[src/rtl/alu_pkg.sv]
`default_nettype none
// ============================================================================
// Module   : alu_pkg
// Purpose  : Shared definitions for the ALU arithmetic group: the serial
//            subtractor state encoding and a helper that sizes the chunk
//            counter.
// Ports    : none (package)
// Revision : 1.0 - initial release
// ============================================================================
package alu_pkg;

  typedef enum logic [1:0] {
    ST_IDLE = 2'd0,
    ST_BUSY = 2'd1,
    ST_DONE = 2'd2
  } state_e;

  // Chunk-counter width: enough bits to index N/W chunks. A single-chunk
  // configuration still gets a 1-bit counter so the vector is never empty.
  function automatic int cnt_width(input int n, input int w);
    int chunks;
    chunks = n / w;
    return (chunks > 1) ? $clog2(chunks) : 1;
  endfunction

endpackage : alu_pkg
`default_nettype wire

[src/rtl/sub_chunk.sv]
`default_nettype none
// ============================================================================
// Module   : sub_chunk
// Purpose  : Combinational W-bit subtract slice: d = a - b - borrow_in.
//            Implemented as a + ~b + !borrow_in; the borrow out is the
//            inverted carry out.
// Ports    : a, b        - W-bit operand slices
//            borrow_in   - borrow from the previous (lower) slice
//            d           - W-bit difference slice
//            borrow_out  - borrow into the next (higher) slice
// Revision : 1.0 - initial release
// ============================================================================
module sub_chunk #(
  parameter int W = 8
) (
  input  logic [W-1:0] a,
  input  logic [W-1:0] b,
  input  logic         borrow_in,
  output logic [W-1:0] d,
  output logic         borrow_out
);

  logic [W:0] w_sum;

  always_comb begin
    w_sum      = {1'b0, a} + {1'b0, ~b} + {{W{1'b0}}, ~borrow_in};
    d          = w_sum[W-1:0];
    borrow_out = ~w_sum[W];
  end

endmodule : sub_chunk
`default_nettype wire

[src/rtl/serial_sub.sv]
`default_nettype none
// ============================================================================
// Module   : serial_sub
// Purpose  : Multi-cycle N-bit subtractor, diff = a - b - b_in. Processes W
//            bits per clock, LSB chunk first, with the borrow rippled between
//            chunks through a register. Start/done handshake; results hold
//            until the next accepted start.
// Ports    : clk, rst_n  - clock (rising edge), async active-low reset
//            start       - request, accepted when busy = 0
//            a, b, b_in  - operands, sampled on an accepted start
//            busy        - operation in progress
//            done        - one-cycle pulse when results are valid
//            diff        - a - b - b_in modulo 2^N
//            b_out       - unsigned borrow out (a < b + b_in)
//            overflow    - signed overflow of the subtract
// Revision : 1.0 - initial release
// ============================================================================
module serial_sub
  import alu_pkg::*;
#(
  parameter int N = 64,
  parameter int W = 8
) (
  input  logic         clk,
  input  logic         rst_n,
  input  logic         start,
  input  logic [N-1:0] a,
  input  logic [N-1:0] b,
  input  logic         b_in,
  output logic         busy,
  output logic         done,
  output logic [N-1:0] diff,
  output logic         b_out,
  output logic         overflow
);

  localparam int              CW   = cnt_width(N, W);
  localparam logic [CW-1:0]   LAST = CW'(N / W - 1);

  generate
    if ((N % W) != 0 || W < 1) begin : g_bad_width
      $error("serial_sub: N must be a positive multiple of W");
    end
  endgenerate

  state_e        state_q,    state_d;
  logic [CW-1:0] cnt_q,      cnt_d;
  logic [N-1:0]  a_q,        a_d;
  logic [N-1:0]  b_q,        b_d;
  logic          borrow_q,   borrow_d;
  logic [N-1:0]  diff_q,     diff_d;
  logic          b_out_q,    b_out_d;
  logic          overflow_q, overflow_d;

  logic [W-1:0]  chunk_a;
  logic [W-1:0]  chunk_b;
  logic [W-1:0]  chunk_d;
  logic          chunk_borrow;

  assign chunk_a = a_q[cnt_q * W +: W];
  assign chunk_b = b_q[cnt_q * W +: W];

  sub_chunk #(.W(W)) u_sub_chunk (
    .a          (chunk_a),
    .b          (chunk_b),
    .borrow_in  (borrow_q),
    .d          (chunk_d),
    .borrow_out (chunk_borrow)
  );

  always_comb begin
    state_d    = state_q;
    cnt_d      = cnt_q;
    a_d        = a_q;
    b_d        = b_q;
    borrow_d   = borrow_q;
    diff_d     = diff_q;
    b_out_d    = b_out_q;
    overflow_d = overflow_q;

    case (state_q)
      // DONE accepts a new start too, giving back-to-back operation.
      ST_IDLE, ST_DONE: begin
        state_d = ST_IDLE;
        if (start) begin
          state_d  = ST_BUSY;
          a_d      = a;
          b_d      = b;
          borrow_d = b_in;
          cnt_d    = '0;
        end
      end
      ST_BUSY: begin
        diff_d[cnt_q * W +: W] = chunk_d;
        borrow_d               = chunk_borrow;
        if (cnt_q == LAST) begin
          state_d    = ST_DONE;
          cnt_d      = '0;
          b_out_d    = chunk_borrow;
          // chunk_d[W-1] is the final diff MSB being written this cycle.
          overflow_d = (a_q[N-1] != b_q[N-1]) && (chunk_d[W-1] != a_q[N-1]);
        end else begin
          cnt_d = cnt_q + CW'(1);
        end
      end
      default: state_d = ST_IDLE;
    endcase
  end

  always_ff @(posedge clk or negedge rst_n) begin
    if (!rst_n) begin
      state_q    <= ST_IDLE;
      cnt_q      <= '0;
      a_q        <= '0;
      b_q        <= '0;
      borrow_q   <= 1'b0;
      diff_q     <= '0;
      b_out_q    <= 1'b0;
      overflow_q <= 1'b0;
    end else begin
      state_q    <= state_d;
      cnt_q      <= cnt_d;
      a_q        <= a_d;
      b_q        <= b_d;
      borrow_q   <= borrow_d;
      diff_q     <= diff_d;
      b_out_q    <= b_out_d;
      overflow_q <= overflow_d;
    end
  end

  assign busy     = (state_q == ST_BUSY);
  assign done     = (state_q == ST_DONE);
  assign diff     = diff_q;
  assign b_out    = b_out_q;
  assign overflow = overflow_q;

endmodule : serial_sub
`default_nettype wire

[config.mk]
export PLATFORM = sky130hd
export DESIGN_NAME = serial_sub
export DESIGN_NICKNAME = d
export VERILOG_FILES = /design/src/rtl/alu_pkg.sv /design/src/rtl/sub_chunk.sv /design/src/rtl/serial_sub.sv
export SDC_FILE = /design/constraint.sdc
export NUM_CORES = 1
export LEC_CHECK = 0
export ABC_CLOCK_PERIOD_IN_PS = 3950
export CORE_MARGIN = 4
export CORE_UTILIZATION = 55
export CTS_CLUSTER_DIAMETER = 40
export DETAILED_ROUTE_END_ITERATION = 7
export DONT_BUFFER_PORTS = 1
export PLACE_DENSITY = 0.7
export SYNTH_ARGS = -nofsm -noshare
export SYNTH_HDL_FRONTEND = slang
export SYNTH_SLANG_ARGS = --single-unit
[constraint.sdc]
create_clock -name clk -period 3.95 [get_ports clk]
set_input_delay 0.1975 -clock clk [delete_from_list [all_inputs] [get_ports clk]]
set_output_delay 0.1975 -clock clk [all_outputs]
set_load 0.005 [all_outputs]
### After elaboration in Yosys (flattened, before gate mapping)

Index checks and enable logic that the tools add are counted.

* flip-flop bits (word level): 200
* logic and storage cells: 42

* add/sub/neg operators: 4
* equal/unequal tests: 7
* shifts and indexed selects: 4
* muxes and demuxes: 9
* bitwise gates (word level): 3
* reductions and logical operators: 7

Operators by type and width (number)
* 64-bit by 7-bit indexed part select with 8-bit output: 2
* 64-bit bitwise mux: 1
* 8-bit by 34-bit variable shift with 64-bit output, first input constant: 1
* 8-bit by 34-bit indexed part select with 64-bit output: 1
* 6-bit negation with 34-bit output: 1
* 8-bit by 8-bit adder with 9-bit output: 1
* 9-bit by 1-bit adder with 9-bit output: 1
* 8-bit inverter: 1
* 3-bit two-way mux: 2
* 3-bit case mux with 2 select lines: 1
* 2-bit AND reduction: 3
* 2-bit case mux with 2 select lines: 1
* 3-bit by 1-bit adder with 3-bit output, second input constant: 1
* 3-bit == test, second input constant: 1
* 2-bit by 1-bit == test with 1-bit output, second input constant: 1
* 2-bit == test, second input constant: 1
* 2-bit logical NOT: 1
* 1-bit two-way mux: 2
* 2-bit two-way mux: 1
* 1-bit != test: 2
* 2-bit by 1-bit != test with 1-bit output, second input constant: 1
* 2-bit != test, second input constant: 1
* 1-bit inverter: 2
* 1-bit case mux with 2 select lines: 1
* other kinds (3): 3

### Depth between registers and ports, before layout

* word-level depth: 6
* gate-level depth with buffers: 13

### Modules after synthesis

From an unflattened synthesis, not the netlist that was laid out.

* cell total of the unflattened synthesis: 887
* area, all modules: 9140.0 um^2

By module, submodules not included
* serial_sub: times used 1, cells each 844, area an instance 8811.0 um^2, sequential area each 5004.8 um^2
* sub_chunk: times used 1, cells each 43, area an instance 329.1 um^2, sequential area each 0.0 um^2

### Worst setup path after synthesis

OpenSTA, ideal clock, no wires.

* path kind: register -> register
* start point: register cnt_q[0]
* end point: register diff_q[14] (netlist: diff[14])
* arrival: 3.344 ns
* required time: 3.825 ns
* path slack: 0.481 ns
* cell stages (with the launch flop): 13
* path buffers: 2
* period minus slack after synthesis: 3.469 ns
* path through: dfrtp_1 -> buf_2 -> buf_4 -> mux4_2 -> mux2i_1 -> fa_1 -> inv_1 -> fa_1 -> a21o_2 -> a221oi_2 -> xor2_1 -> nor2_1 -> mux2_2

* cells in the longest elaborated chain, start to end: 6
* elaborated cells on any way between the ends: 9
* classes of those cells: 3 x add/sub; 4 x shift; 1 x mux; 1 x bitwise

RTL lines
* start: declaration: line serial_sub.sv:47 `logic [CW-1:0] cnt_q, cnt_d;`
* start signal: assignment: line serial_sub.sv:122 `cnt_q <= cnt_d;`
* 64-bit by 7-bit indexed part select with 8-bit output: line serial_sub.sv:61 `assign chunk_b = b_q[cnt_q * W +: W];`
* 8-bit inverter: line sub_chunk.sv:26 `w_sum = {1'b0, a} + {1'b0, ~b} + {{W{1'b0}}, ~borrow_in};`
* 8-bit by 8-bit adder with 9-bit output: line sub_chunk.sv:26
* 9-bit by 1-bit adder with 9-bit output: line sub_chunk.sv:26
* 8-bit by 34-bit indexed part select with 64-bit output: line serial_sub.sv:94 `diff_d[cnt_q * W +: W] = chunk_d;`
* 64-bit bitwise mux *: line serial_sub.sv:94
* end signal: assignment: line serial_sub.sv:126 `diff_q <= diff_d;`
* end: declaration: line serial_sub.sv:51 `logic [N-1:0] diff_q, diff_d;`

Every way passes the cells marked *; elsewhere a longest branch is shown, timed or not.
A chain may end at the register's enable or synchronous reset.

### Worst setup path in the final report

Same ends and word-level chain as after synthesis.

==> results.tsv <==
metric	value	unit
antenna_found_initial	3	
ios	200	
fill_cells	1064	
tightest_slew	0.985	ns
ys_types	43	
ctsHtreeMaxLevel	4	
start_util	56.1	%
finalCriticalPeriod	3.57	ns
first_iter_violations	323	
synth_edf_count	0	
rr_startpoint	cnt_q[0]	
clkTransAtPathRegs	0.07	ns
synth-seq-cells	200	
rrSetupSlack	0.38	ns
setup_viol	0	
fin_ws	0.377	ns
track_usage	24.8	%
cts_tree	done	
cts_hold_buf	129	
drcViolationCount	0	
async_flop_share	100	%
hold_violations	200	
clkSinkCount	200	
cts_setup_buffers	0	
end_kind	flip-flop	
slew_headroom	33.9	%
wl	21900	microns
post-route-util	69.4	%
ys.flop_type	dfrtp_1	
path_class	reg2reg	
syn_area	8880	sq um
yosys_warnings	0	
timing.fmax	280	MHz
viasPerCell	5.72	
arrival	3.89	ns
post-dp-hpwl	14800	microns
period_share	90.5	%
placed_area	9080	sq um
grt_pass1_wl	34300	microns
final.setup.tns	0	ns
grt_start_max_net_pins	201	
peakVddDrop	0.647	mV
dieArea	18200	sq um
yosysSeqAreaShare	56.3	%
design_area	11000	sq um
clockBufferDepth	2	
instances_no_fill	999	
postCtsResizedCells	0	
required	4.26	ns
syn_area_per_cell	13.7	sq um
vias	5713	
status	finished, violations left	
syn_inst	646	
ant_nets	0	
numCtsBuffers	17	
timing.max_cap.violations	0	
first_global_vias	6238	
numPlacedInstances	836	
syn_to_final_growth	23.7	%
worstHoldPathType	in2async	
skew	0.00938	ns
drive_gt1_share	28.6	%
grt.overflow.total	0	
die_w	135	microns
wire_per_inst	21.9	microns
crit_path_max_fanout	11	
rows	46	
reg2reg_to	diff[14]	
p_leak	4.73	nW
p_per_area	997	nW/um^2
nNetsFinal	916	
gp_congestion	0.842	
cp-start-kind	flip-flop	
mostFrequentLayoutCell	dfrtp_1	
clock_latency	0.43	ns
core_area	15800	sq um
post-place-ws	0.327	ns
violations	hold timing	
port_buffers	0	
fin_hold_ws	-0.536	ns
final_cell_mix	198 x dfrtp_1, 136 x mux2_2, 129 x dlygate4sd3_1	
rsz0062_at_grt	no	
first_pass_iters	4	
slew_viol_final	0	
die_y	135	microns
cts_root_buf	clkbuf_16	
syn_nets	794	
reg2reg_depth	9	
cell families after synthesis:
family	after synthesis	share of synthesized area, %
multiplexers	176	26.3
AND/OR/NAND/NOR	122	5.92
buffers and inverters	49	2.41
flip-flops	200	56.3
AO/OA/AOI/OAI	78	6.16
adder cells (fa/ha/maj)	16	2.42
XOR/XNOR	5	0.493
registers in the layout (all words and copies together) (netlist names):
| register | flops |
|---|---|
| diff | 64 |
| a_q | 64 |
| b_out | 1 |
| b_q | 64 |
| state_q | 2 |
| borrow_q | 1 |
| cnt_q | 3 |
| overflow | 1 |
cells in the mapped netlist, types with 2 or more instances:
cell type | instances | area share [%]
dfrtp_1 | 200 | 56
o211ai_1 | 2 | 0.17
buf_4 | 2 | 0.17
inv_1 | 10 | 0.42
nor2b_1 | 3 | 0.21
ha_1 | 14 | 2.0
o31ai_1 | 33 | 2.8
nand2_1 | 87 | 3.7
buf_2 | 18 | 1.0
a21o_1 | 2 | 0.17
o41ai_1 | 2 | 0.20
buf_1 | 5 | 0.21
o21ai_0 | 25 | 1.4
clkbuf_1 | 13 | 0.55
fa_1 | 2 | 0.45
nand2b_1 | 5 | 0.35
mux4_2 | 32 | 8.1
nor2_1 | 10 | 0.42
a21oi_1 | 4 | 0.23
mux2_2 | 136 | 17
xor2_1 | 4 | 0.39
nand3_1 | 9 | 0.51
mux2i_1 | 8 | 0.90
stage by stage:
stage	hold slack [ns]	total power, W
floorplan	-0.0981	0.00728
global placement	-0.0911	0.00882
detailed placement	-0.0919	0.00905
CTS	-0.553	0.0110
global route	-0.558	0.0117
finish	-0.536	0.0110
final cells by class:
class	instances	area (sq um)	area share [%]
antenna	2	5.00	0.0455
clock buffer	21	470	4.28
clock inverter	11	145	1.32
inverter	11	41.3	0.376
multi-input combinational	397	3670	33.4
sequential	200	5010	45.6
tap	216	270	2.46
timing repair buffer	141	1380	12.6
how the worst max path moves through the flow:
stage / cells past startpoint / slack, ns / from / end
finish: 9 / 0.38 / cnt_q[0] / diff[14]
global route: 9 / 0.11 / cnt_q[0] / diff[46]
CTS: 9 / 0.30 / cnt_q[0] / diff[14]
detailed placement: 9 / 0.33 / cnt_q[0] / diff[14]
global placement: 9 / 0.40 / cnt_q[0] / diff[14]
floorplan: 12 / 0.48 / cnt_q[0] / diff[14]
power breakdown:
part | total, W | switching (W) | leakage (nW) | internal [W]
Combinational | 0.00547 | 0.00308 | 1.96 | 0.00240
Clock | 0.00181 | 0.000762 | 0.307 | 0.00105
Sequential | 0.00367 | 0.000676 | 2.47 | 0.00300
Total | 0.0110 | 0.00451 | 4.73 | 0.00644
critical path: stages, from the launching register on:
cell	delay (ns)
dfrtp_2	0.58
buf_4	0.31
mux4_2	0.57
mux2i_1	0.23
ha_1	0.33
a21o_1	0.25
a221oi_2	0.34
xor2_1	0.41
nor2_1	0.14
mux2_2	0.28
layer usage:
layer,routed length [microns],track usage (%)
met1,8530,30.3
met2,11400,42.6
met3,1560,7.04
met4,426,8.06
met5,13,0
No activity file was read; power rests on OpenSTA's default activity.
